**src/rtl/dct8_addr_gen_pkg.sv**
```systemverilog
// Shared constants, read-offset patterns and the write-request record for the
// 8-point DCT address generator.
package dct8_addr_gen_pkg;
  localparam int DCT8_N     = 8;
  localparam int NUM_STAGES = 4;
  localparam int IDX_W      = 3;
  localparam int STG_W      = 2;

  // Element [i] is the read offset used at index i.
  localparam logic [DCT8_N-1:0][IDX_W-1:0] RD_PAT_S0 =
    {3'd4, 3'd3, 3'd5, 3'd2, 3'd6, 3'd1, 3'd7, 3'd0};
  localparam logic [DCT8_N-1:0][IDX_W-1:0] RD_PAT_S1 =
    {3'd6, 3'd5, 3'd7, 3'd4, 3'd2, 3'd1, 3'd3, 3'd0};
  localparam logic [DCT8_N-1:0][IDX_W-1:0] RD_PAT_S2 =
    {3'd7, 3'd6, 3'd5, 3'd4, 3'd3, 3'd2, 3'd1, 3'd0};
  localparam logic [DCT8_N-1:0][IDX_W-1:0] RD_PAT_S3 =
    {3'd7, 3'd3, 3'd5, 3'd1, 3'd6, 3'd2, 3'd4, 3'd0};

  typedef struct packed {
    logic             bank;
    logic [IDX_W-1:0] addr;
    logic             last;
  } wr_req_t;

  function automatic logic [IDX_W-1:0] rd_offset(input logic [STG_W-1:0] stage,
                                                 input logic [IDX_W-1:0] index);
    case (stage)
      2'd0:    rd_offset = RD_PAT_S0[index];
      2'd1:    rd_offset = RD_PAT_S1[index];
      2'd2:    rd_offset = RD_PAT_S2[index];
      default: rd_offset = RD_PAT_S3[index];
    endcase
  endfunction
endpackage

```
**src/rtl/dct8_delay_line.sv**
```systemverilog
// Fixed-depth shift register with reset-cleared valid; every stage is exposed
// so the caller can see all in-flight entries.
module dct8_delay_line #(
  parameter int DEPTH = 1,
  parameter int W     = 1
) (
  input  logic                      clk,
  input  logic                      rst_n,
  input  logic                      in_vld,
  input  logic [W-1:0]              in_data,
  output logic [DEPTH-1:0]          tap_vld,
  output logic [DEPTH-1:0][W-1:0]   tap_data
);
  logic [DEPTH-1:0]        vld_pipe;
  logic [DEPTH-1:0][W-1:0] dat_pipe;

  always_ff @(posedge clk or negedge rst_n) begin
    if (!rst_n) begin
      vld_pipe <= '0;
      dat_pipe <= '0;
    end else begin
      vld_pipe[0] <= in_vld;
      dat_pipe[0] <= in_data;
      for (int k = 1; k < DEPTH; k++) begin
        vld_pipe[k] <= vld_pipe[k-1];
        dat_pipe[k] <= dat_pipe[k-1];
      end
    end
  end

  assign tap_vld  = vld_pipe;
  assign tap_data = dat_pipe;
endmodule

```
**src/rtl/dct8_addr_gen.sv**
```systemverilog
// Read/write/coefficient address generator for the ping-pong 8-point DCT,
// with write strobes delayed by the datapath latency and a sticky RAW flag.
module dct8_addr_gen
  import dct8_addr_gen_pkg::*;
#(
  parameter int PIPE_LAT = 2
) (
  input  logic             clk,
  input  logic             rst_n,
  input  logic             busy,
  input  logic             done,
  input  logic [STG_W-1:0] stage,
  input  logic [IDX_W-1:0] index,
  output logic             rd_en,
  output logic             rd_bank,
  output logic [IDX_W-1:0] rd_addr,
  output logic [4:0]       coef_addr,
  output logic             wr_en,
  output logic             wr_bank,
  output logic [IDX_W-1:0] wr_addr,
  output logic             xform_done,
  output logic             raw_err
);
  localparam int DEPTH = PIPE_LAT + 1;
  localparam int REQ_W = $bits(wr_req_t);

  logic                        issue;
  wr_req_t                     wr_in;
  wr_req_t                     wr_head;
  logic [DEPTH-1:0]            tap_vld;
  logic [DEPTH-1:0][REQ_W-1:0] tap_data;
  logic                        hit;
  logic                        raw_clr;

  // The controller's DONE cycle still shows busy; it must not issue.
  assign issue   = busy & ~done;
  assign raw_clr = issue & (stage == '0) & (index == '0);

  always_ff @(posedge clk or negedge rst_n) begin
    if (!rst_n) begin
      rd_en     <= 1'b0;
      rd_bank   <= 1'b0;
      rd_addr   <= '0;
      coef_addr <= '0;
    end else begin
      rd_en     <= issue;
      rd_bank   <= issue & stage[0];
      rd_addr   <= issue ? rd_offset(stage, index) : '0;
      coef_addr <= issue ? {stage, index} : '0;
    end
  end

  always_comb begin
    wr_in      = '0;
    wr_in.bank = ~stage[0];
    wr_in.addr = index;
    wr_in.last = (stage == STG_W'(NUM_STAGES - 1)) && (index == IDX_W'(DCT8_N - 1));
  end

  dct8_delay_line #(.DEPTH(DEPTH), .W(REQ_W)) u_wr_dly (
    .clk      (clk),
    .rst_n    (rst_n),
    .in_vld   (issue),
    .in_data  (wr_in),
    .tap_vld  (tap_vld),
    .tap_data (tap_data)
  );

  assign wr_head    = wr_req_t'(tap_data[DEPTH-1]);
  assign wr_en      = tap_vld[DEPTH-1];
  assign wr_bank    = wr_en & wr_head.bank;
  assign wr_addr    = wr_en ? wr_head.addr : '0;
  assign xform_done = wr_en & wr_head.last;

  // Every tap holds a write that is issued but not yet past its strobe cycle;
  // the last tap is the one strobing right now.
  always_comb begin
    wr_req_t req;
    hit = 1'b0;
    req = '0;
    for (int k = 0; k < DEPTH; k++) begin
      req = wr_req_t'(tap_data[k]);
      if (tap_vld[k] && (req.bank == rd_bank) && (req.addr == rd_addr)) hit = 1'b1;
    end
  end

  always_ff @(posedge clk or negedge rst_n) begin
    if (!rst_n)              raw_err <= 1'b0;
    else if (rd_en && hit)   raw_err <= 1'b1;
    else if (raw_clr)        raw_err <= 1'b0;
  end
endmodule

```
**config.mk**
```make
export PLATFORM = sky130hd
export DESIGN_NAME = dct8_addr_gen
export DESIGN_NICKNAME = d
export VERILOG_FILES = /design/src/rtl/dct8_addr_gen_pkg.sv /design/src/rtl/dct8_delay_line.sv /design/src/rtl/dct8_addr_gen.sv
export SDC_FILE = /design/constraint.sdc
export NUM_CORES = 1
export LEC_CHECK = 0
export ABC_AREA = 1
export ABC_CLOCK_PERIOD_IN_PS = 1200
export CAP_MARGIN = 15
export CORE_MARGIN = 2
export CORE_UTILIZATION = 45
export CTS_BUF_LIST = sky130_fd_sc_hd__clkbuf_4
export DETAILED_ROUTE_END_ITERATION = 10
export PLACE_DENSITY_LB_ADDON = 0.12
export SLEW_MARGIN = 40
export SYNTH_ARGS = -nofsm -noshare
export SYNTH_HDL_FRONTEND = slang
export SYNTH_SLANG_ARGS = --single-unit
```
**constraint.sdc**
```tcl
create_clock -name clk -period 1.2 [get_ports clk]
set_clock_uncertainty 0.1 [all_clocks]
set_input_delay 0.18 -clock clk [delete_from_list [all_inputs] [get_ports clk]]
set_output_delay 0.18 -clock clk [all_outputs]
set_load 0.01 [all_outputs]
```
* Yosys cells after proc, flatten, opt, wreduce, memory -nomap -nowiden
Memory sizes are Yosys's and may differ from the RTL's. Index checks and enable logic that the tools add are counted.
Cells by class: $lt $le $gt $ge 1, equal/unequal tests 10, muxes and demuxes 13, bitwise logic cells 8, reductions and logical operators 11
Operator list (count):
- 3-bit two-way mux | 6
- 3-bit == test | 3
- 3-bit one-hot mux with 3 select lines | 1
- 1-bit logical AND | 8
- 1-bit AND | 6
- 1-bit two-way mux | 5
- 5-bit two-way mux | 1
- 2-bit == test, second input constant | 2
- 3-bit by 4-bit less-than comparator with 1-bit output, second input constant | 1
- 1-bit == test | 3
- 3-bit == test, second input constant | 1
- 3-bit zero test | 1
- 2-bit by 1-bit == test with 1-bit output, second input constant | 1
- 2-bit zero test | 1
- 1-bit inverter | 2
- 2-bit nonzero test | 1
Word-level totals: register bits after elaboration 29, bits in read-only memories 96, output and inout port bits 17, logic and storage cells 56, memories kept 4
Memories:
- (name not given) | depth 8, width 3, read ports 1, clocked after memory_dff 0, wr ports 0, RTL line dct8_addr_gen_pkg.sv:31 | default: rd_offset = RD_PAT_S3[index];
- (name not given) | depth 8, width 3, read ports 1, clocked after memory_dff 0, wr ports 0, RTL line dct8_addr_gen_pkg.sv:30 | 2'd2: rd_offset = RD_PAT_S2[index];
- (name not given) | depth 8, width 3, read ports 1, clocked after memory_dff 0, wr ports 0, RTL line dct8_addr_gen_pkg.sv:29 | 2'd1: rd_offset = RD_PAT_S1[index];
- (name not given) | depth 8, width 3, read ports 1, clocked after memory_dff 0, wr ports 0, RTL line dct8_addr_gen_pkg.sv:28 | 2'd0: rd_offset = RD_PAT_S0[index];

* Depth between registers and ports, before layout
Gate-level depths: netlist of the first run.
depth after elaboration 8, gate-level depth with buffers 8, depth with buffers taken out 8

* Modules after synthesis
From an unflattened synthesis of the first run, not the netlist that was laid out.
Second synthesis, totals: cell total of the unflattened synthesis 124, area total of the unflattened synthesis 1138.6 µm²
Modules (own cells, without submodules):
- dct8_addr_gen | instances 1, cells an instance 106, area each 688.2 µm², seq. area each 250.2 µm²
- dct8_delay_line | instances 1, cells an instance 18, area each 450.4 µm², seq. area each 450.4 µm²

* Worst setup path after synthesis of the first run
OpenSTA, ideal clock, no wires.
path kind flip-flop to flip-flop, from register rd_bank, to register raw_err, setup time 121 ps, arrival 879 ps, required time 979 ps, slack 101 ps, cell stages (with the launch flop) 9, buffers on the path 0, clock period less this slack 1099 ps, path through dfrtp_1 -> inv_2 -> nand2_1 -> o21ai_1 -> nor2_1 -> nand2_1 -> nand3_1 -> nand2_1 -> nand2_1
Between the ends: word-level cells in the longest chain between the ends 8, elaborated cells on any way between the ends 15
Ends and longest elaborated chain:
- start: declaration | RTL line dct8_addr_gen.sv:15 | output logic rd_bank,
- start signal: assignment | RTL line dct8_addr_gen.sv:47 | rd_bank <= issue & stage[0];
- 1-bit == test | RTL line dct8_addr_gen.sv:83 | if (tap_vld[k] && (req.bank == rd_bank) && (req.addr == rd_addr)) hit = 1'b1;
- 1-bit logical AND (2 in a row) | RTL line dct8_addr_gen.sv:83
- 1-bit two-way mux (2 in a row) | RTL line dct8_addr_gen.sv:83
- 1-bit two-way mux (*) | RTL line dct8_addr_gen.sv:83
- 1-bit logical AND (*) | RTL line dct8_addr_gen.sv:89 | else if (rd_en && hit) raw_err <= 1'b1;
- 1-bit two-way mux / 2-bit nonzero test (equally long branches)
- end signal: assignment | RTL line dct8_addr_gen.sv:88 | if (!rst_n) raw_err <= 1'b0;
- end signal: assignment | RTL line dct8_addr_gen.sv:89
- end signal: assignment | RTL line dct8_addr_gen.sv:90 | else if (raw_clr) raw_err <= 1'b0;
- end: declaration | RTL line dct8_addr_gen.sv:22 | output logic raw_err
Mark *: on every way between the ends. The rest lies on a longest branch, timed or not. A chain may end at the register's enable or synchronous reset.

* Worst setup path after layout of the first run
from register u_wr_dly.vld_pipe[2] (netlist: u_wr_dly.tap_vld[2]), to output wr_addr[2]
Between the ends: word-level cells in the longest chain between the ends 1
Ends and longest elaborated chain:
- start: declaration | RTL line dct8_delay_line.sv:14 | logic [DEPTH-1:0] vld_pipe;
- start signal: indexed assignment | RTL line dct8_delay_line.sv:25 | vld_pipe[k] <= vld_pipe[k-1];
- 3-bit two-way mux | RTL line dct8_addr_gen.sv:72 | assign wr_addr = wr_en ? wr_head.addr : '0;
- end: declaration | RTL line dct8_addr_gen.sv:20 | output logic [IDX_W-1:0] wr_addr,
No other way between the ends.

==> metrics.txt, run 1 <==
Area contributors post-synth=sky130_fd_sc_hd__dfrtp_1, sky130_fd_sc_hd__nand2_1, sky130_fd_sc_hd__inv_1; cell at the root of the clock tree=sky130_fd_sc_hd__clkbuf_4; Unique masters post-synth=17; number of buffers added to fix hold violations after cts=0; setup total negative slack=-1.31 ns; share of cell area taken by muxes after synthesis=0%; part of the power in the clock network=23.1%; half-perimeter wire length after placement=1770 um; maximum net fanout on the critical path=5; most area-hungry cell type in the Yosys netlist=sky130_fd_sc_hd__dfrtp_1; clock sinks=27; via density per instance=4.69; outcome=finished with violations; number of violations reported at the end of detailed-routing iteration 0=16; total of flip-flops plus latches after synthesis=27; number of pins with negative max-slew slack in the final report=0; diode insertion count for antenna repair=0; Worst-path clk slew=0.13 ns; initial core utilization=46.5%; DRC viols=0; maximum achievable frequency=723 MHz; Cell Int Power=1.28 mW; dominant register cell in the synthesized netlist=sky130_fd_sc_hd__dfrtp_1; summed instance area of the synthesized netlist=1120 um^2; H-tree depth=1; top cells by count, synth=sky130_fd_sc_hd__nand2_1, sky130_fd_sc_hd__dfrtp_1, sky130_fd_sc_hd__inv_1; growth of design area from synthesis to finish=51.6%; global-route usage over all layers=20.1%; Synth Area in Compound Gates=5.59%; DIE WIDTH=53.9 um; Worst setup EP type=output pin; latest clock arrival within the worst-skew pair=0.32 ns; final antenna-violating net count=0; P_sw=427 uW; combinational power share=19.1%; power density normalized to cell area=1010 nW/um^2; sequential share of the synthesized area=60.3%; met2 routed wirelength=1400 um; Max transition margin=86.3%; final core area utilization=70.5%; initial antenna violation count=0; Post-synth ARST share=100%; drt first pass iters=4; met1 WL=876 um; max capacitance violation total=0; number of enable-type register cells in the synthesized netlist=0; PnR worst setup slack=-0.183 ns; proportion of netlist area held by the largest area contributor=60.3%; power share of the sequential group=57.8%; I/O pin total=26; share of synthesized cell area in full adder, half adder and majority cells=3.35%; main combinational cell family by area after synthesis=simple AND/OR/NAND/NOR gates; unrepaired setup endpoints after global routing=yes; number of buffers on the longest clock path=2; overall die area=2900 um^2; critical path class=flip-flop to output pin; YS warnings=0; CP Launch Type=flip-flop; number of nets in the layout=196; top layer used by detailed routing=met4; Setup Viol. Count Final=10; path category of the worst min-delay check=primary input to asynchronous set/reset pin; CTS tree=built; average footprint of a synthesized cell=9.10 um^2; routed wire length=2470 um; worst reg-to-reg setup slack=-0.17 ns; fraction of the cycle the final worst path needs=115%; routed wl met3=116 um; violations in the final reports=setup timing; wire length per cell=11.6 um; maximum number of pins on one net before global-route repair=28; via count=1,000; weighted congestion at the end of routability-driven global placement=0.784; Least-Margin Pin Slew=0.203 ns; Hold Violations, Final=0; synthesized netlist net count=135; Remaining Overflow, GRT=0; Synth Area in XOR/XNOR=2.35%; IO buf count=25; fraction of final layout cells with drive strength greater than 1=39.9%; required time worst endpoint=0.92 ns; number of buffers created by CTS=3; top-count cell post-synth=sky130_fd_sc_hd__nand2_1; Final Total Pwr=1.71 mW; VDD IR-drop max=0.752 mV; leakage component of the power=0.953 nW; worst slack at placement=-0.423 ns; die boundary height=53.9 um; worst path arrival time=1.10 ns; time the final worst path needs with I/O delays and setup=1.38 ns; switching share of total power=25.0%; core footprint=2410 um^2; wire length of the first global-routing pass=4000 um; simple-gate portion of the synthesized area=19.3%; via count of the first global-routing pass=1,014; Std-Cell Rows=18; gate count of the mapped netlist=123
## registers in the layout, summed over array words and instances (netlist names)
signal,flops
raw_err,1
u_wr_dly.tap_data,15
rd_addr,3
u_wr_dly.tap_vld,3
rd_bank,1
coef_addr,4
## per-layer routing
layer,vias up,global-route usage [%]
met3,8,4.17
met2,30,37.0
met4,0,14.1
met5,-,0
met1,475,19.7
li1,487,-
## through the flow
step	instance area, um^2	cells	hold slack (ns)
after floorplan	1120	123	-0.216
after global placement	1560	197	0.232
after detailed placement	1560	197	0.236
after CTS	1650	213	0.0816
after global routing	1700	213	0.0769
final	1700	213	0.0902
## worst max-delay path, cell delays in order (launching register included)
cell	delay [ns]
sky130_fd_sc_hd__dfrtp_2	0.47
sky130_fd_sc_hd__buf_6	0.13
sky130_fd_sc_hd__nand2_2	0.04
sky130_fd_sc_hd__inv_1	0.03
sky130_fd_sc_hd__buf_2	0.12
## layout make-up
type | instances | area (um^2)
flip-flops and latches | 27 | 678
inverters | 25 | 96.3
fillers | 193 | 712
well taps | 30 | 37.5
repair buffers | 57 | 489
multi-input cells | 70 | 367
clock buffers | 4 | 30.0
## power groups by stage
stage | clock network, mW | logic [mW] | registers [mW]
after floorplan | 0 | 0.0930 | 1.01
after global placement | 0 | 0.283 | 1.00
after detailed placement | 0 | 0.291 | 1.01
after CTS | 0.414 | 0.312 | 0.985
after global routing | 0.444 | 0.361 | 0.993
final | 0.395 | 0.326 | 0.987
## path summary, 6_finish.rpt
kind,depth (start not counted),startpoint,end
worst min register to register,0,u_wr_dly.tap_data[0]$_DFF_PN0_,u_wr_dly.tap_data[5]$_DFF_PN0_
worst max register to register,8,rd_addr[0]$_DFF_PN0_,raw_err$_DFFE_PN0P_
max in group asynchronous,2,rst_n,u_wr_dly.tap_vld[2]$_DFF_PN0_
worst max-delay path,4,u_wr_dly.tap_vld[2]$_DFF_PN0_,wr_addr[2]
worst min-delay path,2,rst_n,u_wr_dly.tap_data[5]$_DFF_PN0_
min in group clk,2,index[0],u_wr_dly.tap_data[1]$_DFF_PN0_
## cell usage in the layout, fill, tap and decap left out, types with 5 or more instances in the layout
cell type and instances:
sky130_fd_sc_hd__nand2_1 28, sky130_fd_sc_hd__dfrtp_1 25, sky130_fd_sc_hd__buf_4 23, sky130_fd_sc_hd__inv_1 17, sky130_fd_sc_hd__nor2_1 15, sky130_fd_sc_hd__buf_6 15
sky130_fd_sc_hd__buf_2 10, sky130_fd_sc_hd__inv_2 7, sky130_fd_sc_hd__clkdlybuf4s50_1 6, sky130_fd_sc_hd__nand2_2 5
## logic make-up after synthesis
group / after synthesis
buffers and inverters: 26
AND/OR/NAND/NOR: 54
adder cells (fa/ha/maj): 3
AO/OA/AOI/OAI: 10
XOR/XNOR: 3
flip-flops: 27
## timing repair
| action | 4_1_cts | 5_1_grt |
|---|---|---|
| resized for setup | 87 | 13 |
| setup buffers | 12 | 0 |
| cloned | 0 | 0 |
| pin swaps | 8 | 4 |
| endpoints found under the setup margin | 19 | 11 |
Note: power is estimated with default switching activity, not from simulation.
==> run 2: changes to the inputs <==
- PLACE_DENSITY: not set -> 0.75
- PLACE_DENSITY_LB_ADDON: 0.12 -> not set
==> metrics.txt, run 2 (synthesis results as in run 1) <==
PnR worst setup slack=-0.185 ns (-0.00225 ns); growth of design area from synthesis to finish=51.5% (about the same); weighted congestion at the end of routability-driven global placement=0.791 (+0.82%); Final Total Pwr=1.71 mW (+0.16%); non-filler instance count after layout=213 (unchanged); clock sinks=27 (unchanged); number of violations reported at the end of detailed-routing iteration 0=13 (-3); core footprint=2410 um^2 (unchanged); via density per instance=4.72 (+0.60%); violations in the final reports=setup timing; category of cells accounting for the largest share of critical-path delay=flip-flops; overall die area=2900 um^2 (unchanged); VDD IR-drop max=0.791 mV (+5.3%); wire length per cell=11.8 um (+1.6%); count of buffering cells on the critical path with inverters included=3 (unchanged); Worst setup EP type=output pin; wire length of the first global-routing pass=3960 um (-1.0%); maximum number of pins on one net before global-route repair=28 (unchanged); H-tree depth=1 (unchanged); Worst path most repeated cell=sky130_fd_sc_hd__buf_6; DIE WIDTH=53.9 um (unchanged); Setup Viol. Count Final=10 (unchanged); maximum net fanout on the critical path=4 (-1); fraction of final layout cells with drive strength greater than 1=41.0% (+1.1 points); cell count after placement=196 (-0.51%); depth of the critical timing path with buffers and inverters included=4 (unchanged); outcome=finished with violations; power density normalized to cell area=1010 nW/um^2 (+0.23%); number of flip-flops under the largest register name=15 (unchanged); number of pins with negative max-slew slack in the final report=0 (unchanged); worst path arrival time=1.11 ns (about the same); IO buf count=25 (unchanged); worst r2r path cells=10 (+2); global-route usage over all layers=19.2% (-0.88 points); diode insertion count for antenna repair=0 (unchanged); critical path class=flip-flop to output pin; Filler Cells Inserted=202 (+4.7%); commonest non-fill, non-tap cell in the layout=sky130_fd_sc_hd__nand2_1; Remaining Overflow, GRT=0 (unchanged); time the final worst path needs with I/O delays and setup=1.39 ns (+0.00225 ns); DRC viols=0 (unchanged); number of buffers on the longest clock path=2 (unchanged); I/O pin total=26 (unchanged); fraction of the cycle the final worst path needs=115% (+0.19 points); Max transition margin=81.5% (-4.8 points); Least-Margin Pin Slew=0.276 ns (+0.0730 ns); leakage component of the power=0.952 nW (about the same); via count of the first global-routing pass=968 (-4.5%); commonest cells after routing, fill and taps aside=sky130_fd_sc_hd__nand2_1, sky130_fd_sc_hd__buf_4, sky130_fd_sc_hd__dfrtp_1; cell at the root of the clock tree=sky130_fd_sc_hd__clkbuf_4; initial antenna violation count=0 (unchanged); half-perimeter wire length after placement=1790 um (+0.91%); ordered list of cells on the worst path=buf_6 -> nand2_2 -> inv_2 -> buf_6; CTS tree=built; final antenna-violating net count=0 (unchanged); latest clock arrival within the worst-skew pair=0.30 ns (-0.02 ns); largest incremental delay on the critical path=0.46 ns (about the same); drt first pass iters=4 (unchanged); cell type of the slowest stage on the worst timing path=sky130_fd_sc_hd__dfrtp_2; CP Launch Type=flip-flop; initial core utilization=46.5% (unchanged); number of nets in the layout=196 (unchanged); die boundary height=53.9 um (unchanged); Hold Violations, Final=0 (unchanged); maximum achievable frequency=722 MHz (-0.16%); Worst-path clk slew=0.14 ns (about the same); number of buffers created by CTS=3 (unchanged); Std-Cell Rows=18 (unchanged); unrepaired setup endpoints after global routing=yes; required time worst endpoint=0.92 ns (about the same); routed wire length=2510 um (+1.6%); via count=1,006 (+0.60%); path category of the worst min-delay check=primary input to asynchronous set/reset pin; number of buffers added to fix hold violations after cts=0 (unchanged); max capacitance violation total=0 (unchanged)
-- run 2: metrics by stage --
stage                     area, um^2  setup TNS, ns  hold slack [ns]  utilization [%]  setup slack, ns
after floorplan                 1120              0           -0.216                -            0.101
after global placement          1560          -2.16            0.232             64.5           -0.338
after CTS                       1650          -1.23            0.114             68.5           -0.192
after global routing            1700          -1.88            0.104             70.4           -0.282
after detailed placement        1560          -2.83            0.235             64.5           -0.429
final                           1700          -1.31            0.114             70.4           -0.185
-- run 2: metal layers --
metal,vias to the layer above,global-route usage (%),wire length (um)
met4,0,7.26,44
met3,6,3.06,117
li1,488,-,-
met2,36,37.2,1450
met5,-,0,0
met1,476,20.4,895
-- run 2: where the power goes --
group          internal, mW  leakage, nW  switching (mW)  total (mW)
sequential            0.956        0.334          0.0283       0.984
combinational         0.169        0.599           0.159       0.328
clock                 0.152       0.0184           0.246       0.398
total                  1.28        0.952           0.434        1.71
-- run 2: worst paths after layout --
kind	startpoint	to	slack, ns
max	u_wr_dly.tap_vld[2]$_DFF_PN0_	wr_addr[0]	-0.19
min	rst_n	rd_bank$_DFF_PN0_	0.11
max reg2reg	rd_bank$_DFF_PN0_	raw_err$_DFFE_PN0P_	-0.14
min reg2reg	u_wr_dly.tap_data[5]$_DFF_PN0_	u_wr_dly.tap_data[10]$_DFF_PN0_	0.26
max in group asynchronous	rst_n	u_wr_dly.tap_vld[2]$_DFF_PN0_	0.73
min in group clk	index[1]	coef_addr[1]$_DFF_PN0_	0.14
-- run 2: final cells by class --
cell class              count  area (um^2)  share of cell area (%)
clock buffers               4         30.0                    1.77
inverters                  25         98.8                    5.83
multi-input cells          70          374                    22.1
flip-flops and latches     27          678                    40.0
well taps                  30         37.5                    2.21
repair buffers             57          478                    28.2
-- run 2: timing repair --
item                                    in CTS  in global routing
cloned                                       0                  0
endpoints found under the setup margin      20                 11
pin swaps                                    7                  4
setup buffers                               11                  2
resized for setup                           88                 12
==> run 3: changes to the inputs <==
- CAP_MARGIN: 15 -> 20
==> results of run 3 <==
Same layout as run 2: the final DEF is identical, and so are final timing and power.
